===== config.mk =====
export PLATFORM = sky130hd
export DESIGN_NAME = correlate
export DESIGN_NICKNAME = d
export VERILOG_FILES = /design/src/rtl/correlate.sv
export SDC_FILE = /design/constraint.sdc
export NUM_CORES = 1
export LEC_CHECK = 0
export CORE_MARGIN = 2
export CORE_UTILIZATION = 43
export CTS_CLUSTER_DIAMETER = 80
export DETAILED_ROUTE_END_ITERATION = 10
export GPL_ROUTABILITY_DRIVEN = 0
export PLACE_DENSITY = 0.73
export SLEW_MARGIN = 20
export SYNTH_ARGS = -nofsm -noshare
export SYNTH_HDL_FRONTEND = slang
export SYNTH_SLANG_ARGS = --single-unit
export TNS_END_PERCENT = 1

===== constraint.sdc =====
create_clock -name clock -period 2.2 [get_ports clock]
set_input_delay 0.44 -clock clock [delete_from_list [all_inputs] [get_ports clock]]
set_output_delay 0.44 -clock clock [all_outputs]
set_load 0.05 [all_outputs]

===== src/rtl/correlate.sv =====
// ---------------------------------------------------------------------------
// correlate -- single-baseline complex correlator for 1-bit quantised I/Q.
//
// Each qualified sample contributes the complex product a * conj(b), where a
// bit value of 1 means +1 and 0 means -1. Terms are summed over a window
// delimited by first_i / last_i. One clock after the last sample the finished
// window sum appears on rdata_o / idata_o together with a one-cycle valid_o
// strobe. The result registers hold until the next window closes.
//
// Build option:
//   CORRELATE_SATURATE_EN  defined   -> each accumulate step clamps to
//                                       [-2^(WIDTH-1), 2^(WIDTH-1)-1]
//                          undefined -> wrap-around two's-complement sums
//
// Parameters:
//   WIDTH    accumulator and result width (signed two's complement, >= 3)
//
// Ports:
//   clock    in   system clock, rising edge
//   reset    in   synchronous active-high reset
//   valid_i  in   sample qualifier; every other input is ignored when low
//   first_i  in   first sample of a window
//   last_i   in   last sample of a window
//   auto_i   in   auto-correlation: use a in place of b for this sample
//   ai_i     in   signal A in-phase bit
//   aq_i     in   signal A quadrature bit
//   bi_i     in   signal B in-phase bit
//   bq_i     in   signal B quadrature bit
//   frame_o  out  window accumulation in progress
//   valid_o  out  one-cycle strobe, rdata_o/idata_o hold a finished window
//   rdata_o  out  signed real part of the window sum
//   idata_o  out  signed imaginary part of the window sum
// ---------------------------------------------------------------------------
module correlate #(
    parameter int WIDTH = 4
) (
    input  logic                    clock,
    input  logic                    reset,
    input  logic                    valid_i,
    input  logic                    first_i,
    input  logic                    last_i,
    input  logic                    auto_i,
    input  logic                    ai_i,
    input  logic                    aq_i,
    input  logic                    bi_i,
    input  logic                    bq_i,
    output logic                    frame_o,
    output logic                    valid_o,
    output logic signed [WIDTH-1:0] rdata_o,
    output logic signed [WIDTH-1:0] idata_o
);

    localparam logic signed [WIDTH-1:0] POS2 = WIDTH'(2);
    localparam logic signed [WIDTH-1:0] NEG2 = WIDTH'(-2);
    localparam logic signed [WIDTH-1:0] ZERO = '0;

    // One accumulate step. A window start is expressed as a step from zero,
    // so loading and adding share the same (optionally saturating) adder.
    function automatic logic signed [WIDTH-1:0] acc_step(
        input logic signed [WIDTH-1:0] base,
        input logic signed [WIDTH-1:0] term
    );
`ifdef CORRELATE_SATURATE_EN
        logic signed [WIDTH:0] sum;
        sum = $signed({base[WIDTH-1], base}) + $signed({term[WIDTH-1], term});
        // The two top bits disagree only when the true sum left the range;
        // the top bit then tells the direction of the overflow.
        if (sum[WIDTH] != sum[WIDTH-1]) begin
            if (sum[WIDTH]) begin
                return {1'b1, {(WIDTH-1){1'b0}}};
            end else begin
                return {1'b0, {(WIDTH-1){1'b1}}};
            end
        end
        return sum[WIDTH-1:0];
`else
        return base + term;
`endif
    endfunction

    logic                    bi_eff;
    logic                    bq_eff;
    logic signed [WIDTH-1:0] term_re;
    logic signed [WIDTH-1:0] term_im;
    logic                    take;
    logic                    start;
    logic                    close;

    logic signed [WIDTH-1:0] acc_re_q, acc_re_d;
    logic signed [WIDTH-1:0] acc_im_q, acc_im_d;
    logic signed [WIDTH-1:0] rdata_q,  rdata_d;
    logic signed [WIDTH-1:0] idata_q,  idata_d;
    logic                    valid_q,  valid_d;
    logic                    frame_q,  frame_d;

    assign take  = valid_i;
    assign start = valid_i & first_i;
    assign close = valid_i & last_i;

    assign bi_eff = auto_i ? ai_i : bi_i;
    assign bq_eff = auto_i ? aq_i : bq_i;

    // With +/-1 samples each product is +1 when the bits agree and -1 when
    // they differ, so the terms reduce to bit-equality tests:
    //   re = ai*bi + aq*bq : +2 both agree, -2 both differ, else 0
    //   im = aq*bi - ai*bq : +2 only first agrees, -2 only second, else 0
    always_comb begin
        term_re = ZERO;
        term_im = ZERO;
        unique case ({ai_i == bi_eff, aq_i == bq_eff})
            2'b11:   term_re = POS2;
            2'b00:   term_re = NEG2;
            default: term_re = ZERO;
        endcase
        unique case ({aq_i == bi_eff, ai_i == bq_eff})
            2'b10:   term_im = POS2;
            2'b01:   term_im = NEG2;
            default: term_im = ZERO;
        endcase
    end

    always_comb begin
        acc_re_d = acc_re_q;
        acc_im_d = acc_im_q;
        rdata_d  = rdata_q;
        idata_d  = idata_q;
        valid_d  = 1'b0;
        frame_d  = frame_q;

        if (take) begin
            acc_re_d = acc_step(start ? ZERO : acc_re_q, term_re);
            acc_im_d = acc_step(start ? ZERO : acc_im_q, term_im);
        end

        // The published result includes the closing sample's own term.
        if (close) begin
            rdata_d = acc_re_d;
            idata_d = acc_im_d;
            valid_d = 1'b1;
        end

        // A start wins over a close so a single-sample window, or a new
        // window opened on its own closing sample, keeps the frame up.
        if (start) begin
            frame_d = 1'b1;
        end else if (close) begin
            frame_d = 1'b0;
        end
    end

    always_ff @(posedge clock) begin
        if (reset) begin
            acc_re_q <= '0;
            acc_im_q <= '0;
            rdata_q  <= '0;
            idata_q  <= '0;
            valid_q  <= 1'b0;
            frame_q  <= 1'b0;
        end else begin
            acc_re_q <= acc_re_d;
            acc_im_q <= acc_im_d;
            rdata_q  <= rdata_d;
            idata_q  <= idata_d;
            valid_q  <= valid_d;
            frame_q  <= frame_d;
        end
    end

    assign frame_o = frame_q;
    assign valid_o = valid_q;
    assign rdata_o = rdata_q;
    assign idata_o = idata_q;

endmodule


-- Word-level counts from Yosys, hierarchy flattened
Index checks and enable logic that the tools add are counted.
- bits of input ports: 10
- bits in latches: 0
- RAM bits: 0
- output and inout port bits: 10
- word-level logic and storage cells: 30
- bits in read-only memories: 0
- memories: 0
- register bits: 18
- eq/ne operators: 7
- divide/modulo/power cells: 0
- multipliers: 0
- bitwise logic cells: 2
- $lt $le $gt $ge: 0
- $add $sub $neg: 2
- reduce and logical (&&, ||, !) cells: 2
- muxes and demuxes: 11
- shift operators: 0
- operator list (cell ; number):
    $mux 4 ; 4
    $pmux 4 s2 ; 2
    $add 4x4->4 ; 2
    $mux 1 ; 5
    $eq 1x1->1 ; 4
    $eq 2x2->1 const B ; 2
    $and 1x1->1 ; 2
    $eq 2x1->1 const B ; 1
    $logic_not 2->1 ; 1
    $reduce_bool 2->1 ; 1

-- Depth between registers and ports, before layout
Gate-level depths: netlist of run 1.
- word-level depth: 6
- gate-level depth with buffers: 9

-- Least setup slack after synthesis of run 1
OpenSTA, ideal clock, no wires.
- path kind: input -> register
- from: input port auto_i
- to: register idata_q[3] (netlist: idata_o[3])
- setup time: 0.074 ns
- setup slack: -0.139 ns
- data arrival time: 2.265 ns
- stages: 9
- cells stage by stage: mux2i_1 -> xor2_1 -> ha_1 -> inv_1 -> ha_1 -> fa_1 -> xor2_1 -> or3_1 -> a31oi_1
- word-level cells in the longest chain between the ends: 6
- elaborated cells between the ends (all ways): 9
- classes of those cells: 1 x add/sub; 4 x eq/ne; 4 x mux
- ends and longest elaborated chain (item ; RTL line ; text):
    from (decl) ; 42 ; input logic auto_i,
    $mux 1 (on tied branches) ; 101, 100 ;
    $eq 1x1->1 ; 115 ; unique case ({aq_i == bi_eff, ai_i == bq_eff})
    $eq 2x1->1 / $eq 2x2->1 (equally long branches) ; 115 ;
    $pmux 4 s2 * ; 115 ;
    $add 4x4->4 * ; 77 ; return base + term;
    $mux 4 * ; 130 ; if (take) begin
    to (signal assigned) ; 163 ; idata_q <= idata_d;
    to (decl) ; 92 ; logic signed [WIDTH-1:0] idata_q, idata_d;
Mark *: on every way between the ends. The rest lies on a longest branch, timed or not.
A chain may end at the register's enable or synchronous reset.

-- Worst setup path in the final report of run 1
- from: input port aq_i
- to: register rdata_q[3] (netlist: rdata_o[3])
- word-level cells in the longest chain between the ends: 6
- elaborated cells between the ends (all ways): 7
- classes of those cells: 1 x add/sub; 2 x eq/ne; 3 x mux; 1 x reduce/logical
- ends and longest elaborated chain (item ; RTL line ; text):
    from (decl) ; 44 ; input logic aq_i,
    $mux 1 ; 101 ; assign bq_eff = auto_i ? aq_i : bq_i;
    $eq 1x1->1 * ; 110 ; unique case ({ai_i == bi_eff, aq_i == bq_eff})
    $eq 2x2->1 / $logic_not 2->1 (equally long branches) ; 110 ;
    $pmux 4 s2 * ; 110 ;
    $add 4x4->4 * ; 77 ;
    $mux 4 * ; 130 ;
    to (signal assigned) ; 162 ; rdata_q <= rdata_d;
    to (decl) ; 91 ; logic signed [WIDTH-1:0] rdata_q, rdata_d;
Marked as above.

==> out/metrics.csv, run 1 <==
metric;value;unit
synth.yosys.warnings;0;
finalCritPeriodShare;0.955;
period_needed;2.10;ns
top_level_ports;20;
vias;759;
worst-path-max-fanout;3;
busiest_layer;met2;
worst_pin_slew;0.500;ns
nets;141;
wirelength;1.90;mm
dp_hpwl;1.41;mm
setup_viol;0;
ys_ff_latch;18;
cts_max_path_buffers;2;
syn_nets;112;
grt_overflow;0;
final_layout_size_suffix_gt1_frac;0.250;
ff2ff_path_depth;6;
worst_setup_path_end_kind;register;
grt_usage;0.180;
max_clock_freq;0.476;GHz
holdWs;0.462;ns
core_area;0.00196;mm²
synth.distinct_cells;23;
wl_per_cell;12.6;µm
dieHeight;49.5;µm
maxSlewHeadroom;0.666;
cp.arrival;2.33;ns
layout_common_cells;dfxtp_1 (18), nand2_1 (14), clkdlybuf4s50_1 (12);
diodes;0;
required;2.43;ns
grt_pass1_vias;831;
skew;0.00585;ns
cts_buffers;3;
syn_area;890;µm²
cts.clk_slew.worst_paths;0.10;ns
yosysSeqAreaShare;0.405;
max-vdd-ir-drop;0.318;mV
total_power;0.784;mW
syn-instance-count;96;
vias_per_cell;5.03;
antenna_found_initial;0;
slew_violations;0;
grt_max_degree;11;
drc_errors;0;
cap_violations;0;
syn2layout_area_growth;40.2;%
cts_sinks;18;
status;completed;
use_met1;0.208;
drt_pass1_iterations;4;
grtUsageMet3;0.0273;
numPortBuffers;19;
drtIter0Drc;10;
cts_root_buf;clkbuf_4;
rsz0062_at_grt;yes;
grt_pass1_wl;3.42;mm
syn_area_per_cell;9.27;µm²
hold_class;reg -> reg;
hold_buffers;0;
fp.dieW;49.5;µm
worstSetupPathType;in -> reg;
initial_core_util;0.453;
final-hold-violation-count;0;
cts_tree;yes;
leakagePower;0.539;nW
gr-usage-met2;0.331;
fillers;183;
drtAntennaViolNets;0;
hold_depth;2;
mostFrequentLayoutCell;dfxtp_1;
clk_latency;0.29;ns
htreeDepth;1;
die_area;0.00245;mm²
setup.worst_path.start_class;primary input;
p_per_area;628;mW/mm²
row_count;16;
==> what timing repair did <==
item | CTS | global route
setup buffers | 1 | 0
resized for setup | 19 | 16
setup endpoints to repair | 6 | 2
pin swaps | 8 | 11
==> metal layers <==
layer  routed length [µm]  share of wire
met4                   15         0.0079
met2                  984           0.52
met1                  804           0.42
met5                    0              0
met3                   98          0.051
==> final cells by class <==
| class | instances | area (µm²) | area share |
|---|---|---|---|
| Inverter | 2 | 7.51 | 0.00602 |
| Multi-Input combinational cell | 71 | 542 | 0.434 |
| Tap cell | 27 | 33.8 | 0.0271 |
| Timing Repair Buffer | 29 | 268 | 0.215 |
| Sequential cell | 18 | 360 | 0.289 |
| Clock buffer | 4 | 36.3 | 0.0291 |
==> stage by stage <==
step / setup WS [ns] / instances / instance area, µm² / utilization / TNS (ns)
finish: 0.0983 / 151 / 1250 / 0.636 / 0
global route: -0.00522 / 151 / 1250 / 0.636 / -0.00573
CTS: 0.0000877 / 151 / 1200 / 0.614 / 0
detailed placement: -0.706 / 146 / 1170 / 0.596 / -3.78
global placement: -0.635 / 146 / 1170 / 0.596 / -3.28
floorplan: -0.0192 / 96 / 905 / - / -0.0192
==> cells in the mapped netlist <==
master    number  area share
buf_4          1      0.0084
o21ai_0        2       0.011
nor2_1         7       0.030
fa_1           2       0.045
nand3b_1       2       0.017
clkbuf_1       1      0.0042
nand2_1       15       0.063
a21oi_1        7       0.039
and3b_1        2       0.020
nand2b_4       2       0.031
xnor2_1        3       0.030
a32o_1         2       0.023
and2_1         5       0.035
mux2i_1        6       0.068
inv_1          2      0.0084
nand3_1        2       0.011
ha_1           4       0.056
dfxtp_1       18        0.41
xor2_1         3       0.030
a31oi_1        2       0.014
or3_1          2       0.014
nor2b_1        3       0.021
buf_2          3       0.017
==> final timing paths <==
check | slack (ns) | startpoint | to
setup / recovery | 0.1 | aq_i | rdata_o[3]
hold / removal | 0.46 | idata_o[1] | idata_o[1]
setup reg to reg | 0.45 | acc_re_q[1] | rdata_o[3]
hold reg to reg | 0.46 | idata_o[1] | idata_o[1]
==> worst max-delay path, stage by stage <==
cell and delay, ns:
buf_2 0.13, xnor2_2 0.15, nor2_1 0.06, ha_1 0.28
inv_1 0.04, ha_2 0.18, fa_2 0.37, xor2_2 0.17
or3_1 0.39, a31oi_1 0.13
==> power breakdown <==
part / leakage (nW) / switching, mW / total (mW) / internal, mW
combinational: 0.372 / 0.118 / 0.222 / 0.105
sequential: 0.147 / 0.0112 / 0.359 / 0.348
clock: 0.0210 / 0.102 / 0.202 / 0.101
==> kinds of logic after synthesis <==
family | Yosys count | share of synthesized area
fa+ha+maj | 6 | 0.101
mux | 6 | 0.0675
compound gates | 13 | 0.0872
simple gates | 40 | 0.242
flops | 18 | 0.405
xor+xnor | 6 | 0.0591
buf+inv | 7 | 0.0380
==> registers in the layout, summed over array words and instances, names as in the netlist <==
signal    flops
valid_o       1
rdata_o       4
acc_re_q      4
acc_im_q      4
frame_o       1
idata_o       4
No activity file was read; power rests on OpenSTA's default activity.
==> run 2, diff against run 1 <==
Settings changed: CORE_MARGIN 2 to 8, REMOVE_ABC_BUFFERS from default to 1.
==> out/metrics.csv, run 2 (synthesized netlist as in run 1, its figures left out) <==
metric;value;unit;change
drtAntennaViolNets;0;;unchanged
cts_root_buf;clkbuf_4;;unchanged
cts_max_path_buffers;2;;unchanged
row_count;16;;unchanged
dp_cells;147;;was 146
worst-path-max-fanout;3;;unchanged
setup.worst_path.start_class;primary input;;unchanged
r2r_slack;0.48;ns;was 0.45 ns
cts_sinks;18;;unchanged
wirelength;1.94;mm;was 1.90 mm
worst_pin_slew;0.506;ns;was 0.500 ns
dp_hpwl;1.47;mm;was 1.41 mm
p_per_area;634;mW/mm²;was 628 mW/mm²
grt_max_degree;13;;was 11
vias_per_cell;4.92;;was 5.03
grt_usage;0.109;;was 0.180
fin_cells;153;;was 151
finalCritPeriodShare;0.962;;was 0.955
grt_pass1_vias;738;;was 831
maxSlewHeadroom;0.662;;was 0.666
top_level_ports;20;;unchanged
setup_viol;0;;unchanged
grt_pass1_wl;3.19;mm;was 3.42 mm
placed_area;0.00116;mm²;was 0.00117 mm²
cts.clk_slew.worst_paths;0.11;ns;was 0.10 ns
slew_violations;0;;unchanged
status;completed;;unchanged
cts_buffers;3;;unchanged
highest_layer;met4;;unchanged
max_clock_freq;0.473;GHz;was 0.476 GHz
fp.dieW;61.5;µm;was 49.5 µm
final-hold-violation-count;0;;unchanged
htreeDepth;1;;unchanged
core_area;0.00196;mm²;unchanged
numPortBuffers;19;;unchanged
skew;0.00847;ns;was 0.00585 ns
nets;143;;was 141
syn2layout_area_growth;38.1;%;was 40.2%
worst_setup_path_end_kind;register;;unchanged
leakagePower;0.538;nW;was 0.539 nW
wl_per_cell;12.7;µm;was 12.6 µm
mostFrequentLayoutCell;dfxtp_1;;unchanged
route.met2.wl;948;µm;was 984 µm
finish.utilization;0.626;;was 0.636
period_needed;2.12;ns;was 2.10 ns
dieHeight;61.5;µm;was 49.5 µm
wl_met1;833;µm;was 804 µm
holdWs;0.458;ns;was 0.462 ns
diodes;0;;unchanged
final_area;0.00123;mm²;was 0.00125 mm²
cts_tree;yes;;unchanged
clk_latency;0.29;ns;about the same
drt_pass1_iterations;4;;unchanged
final_layout_size_suffix_gt1_frac;0.246;;was 0.250
hold_buffers;0;;unchanged
rsz0062_at_grt;no;;was yes
die_area;0.00378;mm²;was 0.00245 mm²
hold_class;reg -> reg;;unchanged
wl_met3;134;µm;was 98 µm
cap_violations;0;;unchanged
layout_common_cells;dfxtp_1 (18), nand2_1 (14), clkdlybuf4s50_1 (12), buf_4 (12);;was dfxtp_1 (18), nand2_1 (14), clkdlybuf4s50_1 (12)
fin_ws;0.0844;ns;was 0.0983 ns
initial_core_util;0.453;;unchanged
vias;753;;was 759
grt_overflow;0;;unchanged
drtIter0Drc;15;;was 10
pre_cts_ws;-0.785;ns;was -0.706 ns
required;2.43;ns;about the same
worstSetupPathType;in -> reg;;unchanged
drc_errors;0;;unchanged
max-vdd-ir-drop;0.324;mV;was 0.318 mV
cp.arrival;2.34;ns;was 2.33 ns
antenna_found_initial;0;;unchanged
-- run 2: layout make-up --
class	instances	area, µm²
Fill cell	169	733
Clock buffer	4	36.3
Sequential cell	18	360
Tap cell	27	33.8
Multi-Input combinational cell	71	531
Inverter	2	7.51
Timing Repair Buffer	31	260
-- run 2: critical path, stage by stage --
cell	delay, ns
buf_2	0.12
mux2i_1	0.21
xnor2_1	0.11
ha_1	0.28
inv_1	0.04
ha_2	0.18
fa_2	0.36
xor2_2	0.16
or3_1	0.34
a31oi_1	0.12
-- run 2: power by group --
part / switching [mW] / internal, mW / leakage (nW)
clock: 0.0999 / 0.101 / 0.0210
combinational: 0.118 / 0.102 / 0.371
sequential: 0.0105 / 0.348 / 0.147
-- run 2: stage by stage --
step	setup TNS [ns]	power [mW]
2_1_floorplan	-0.166	0.490
3_3_place_gp	-3.57	0.565
3_5_place_dp	-3.99	0.572
4_1_cts	-0.00916	0.779
5_1_grt	0	0.822
6_report	0	0.779
-- run 2: path summary, 6_finish.rpt --
kind	start	endpoint	depth (start not counted)
hold / removal	idata_o[0]	idata_o[0]	2
setup reg to reg	acc_re_q[1]	rdata_o[3]	6
setup / recovery	auto_i	idata_o[3]	10
hold reg to reg	idata_o[0]	idata_o[0]	2
-- run 2: routing by layer --
layer | vias up | global-route usage
met1 | 353 | 0.126
met5 | - | 0
met3 | 2 | 0.0188
met4 | 0 | 0.0487
met2 | 21 | 0.189
li1 | 377 | -
-- run 2: timing repair --
item | 4_1_cts | 5_1_grt
buffers inserted | 1 | 1
pin swaps | 11 | 11
gates resized for setup | 19 | 9
endpoints found under the setup margin | 6 | 3
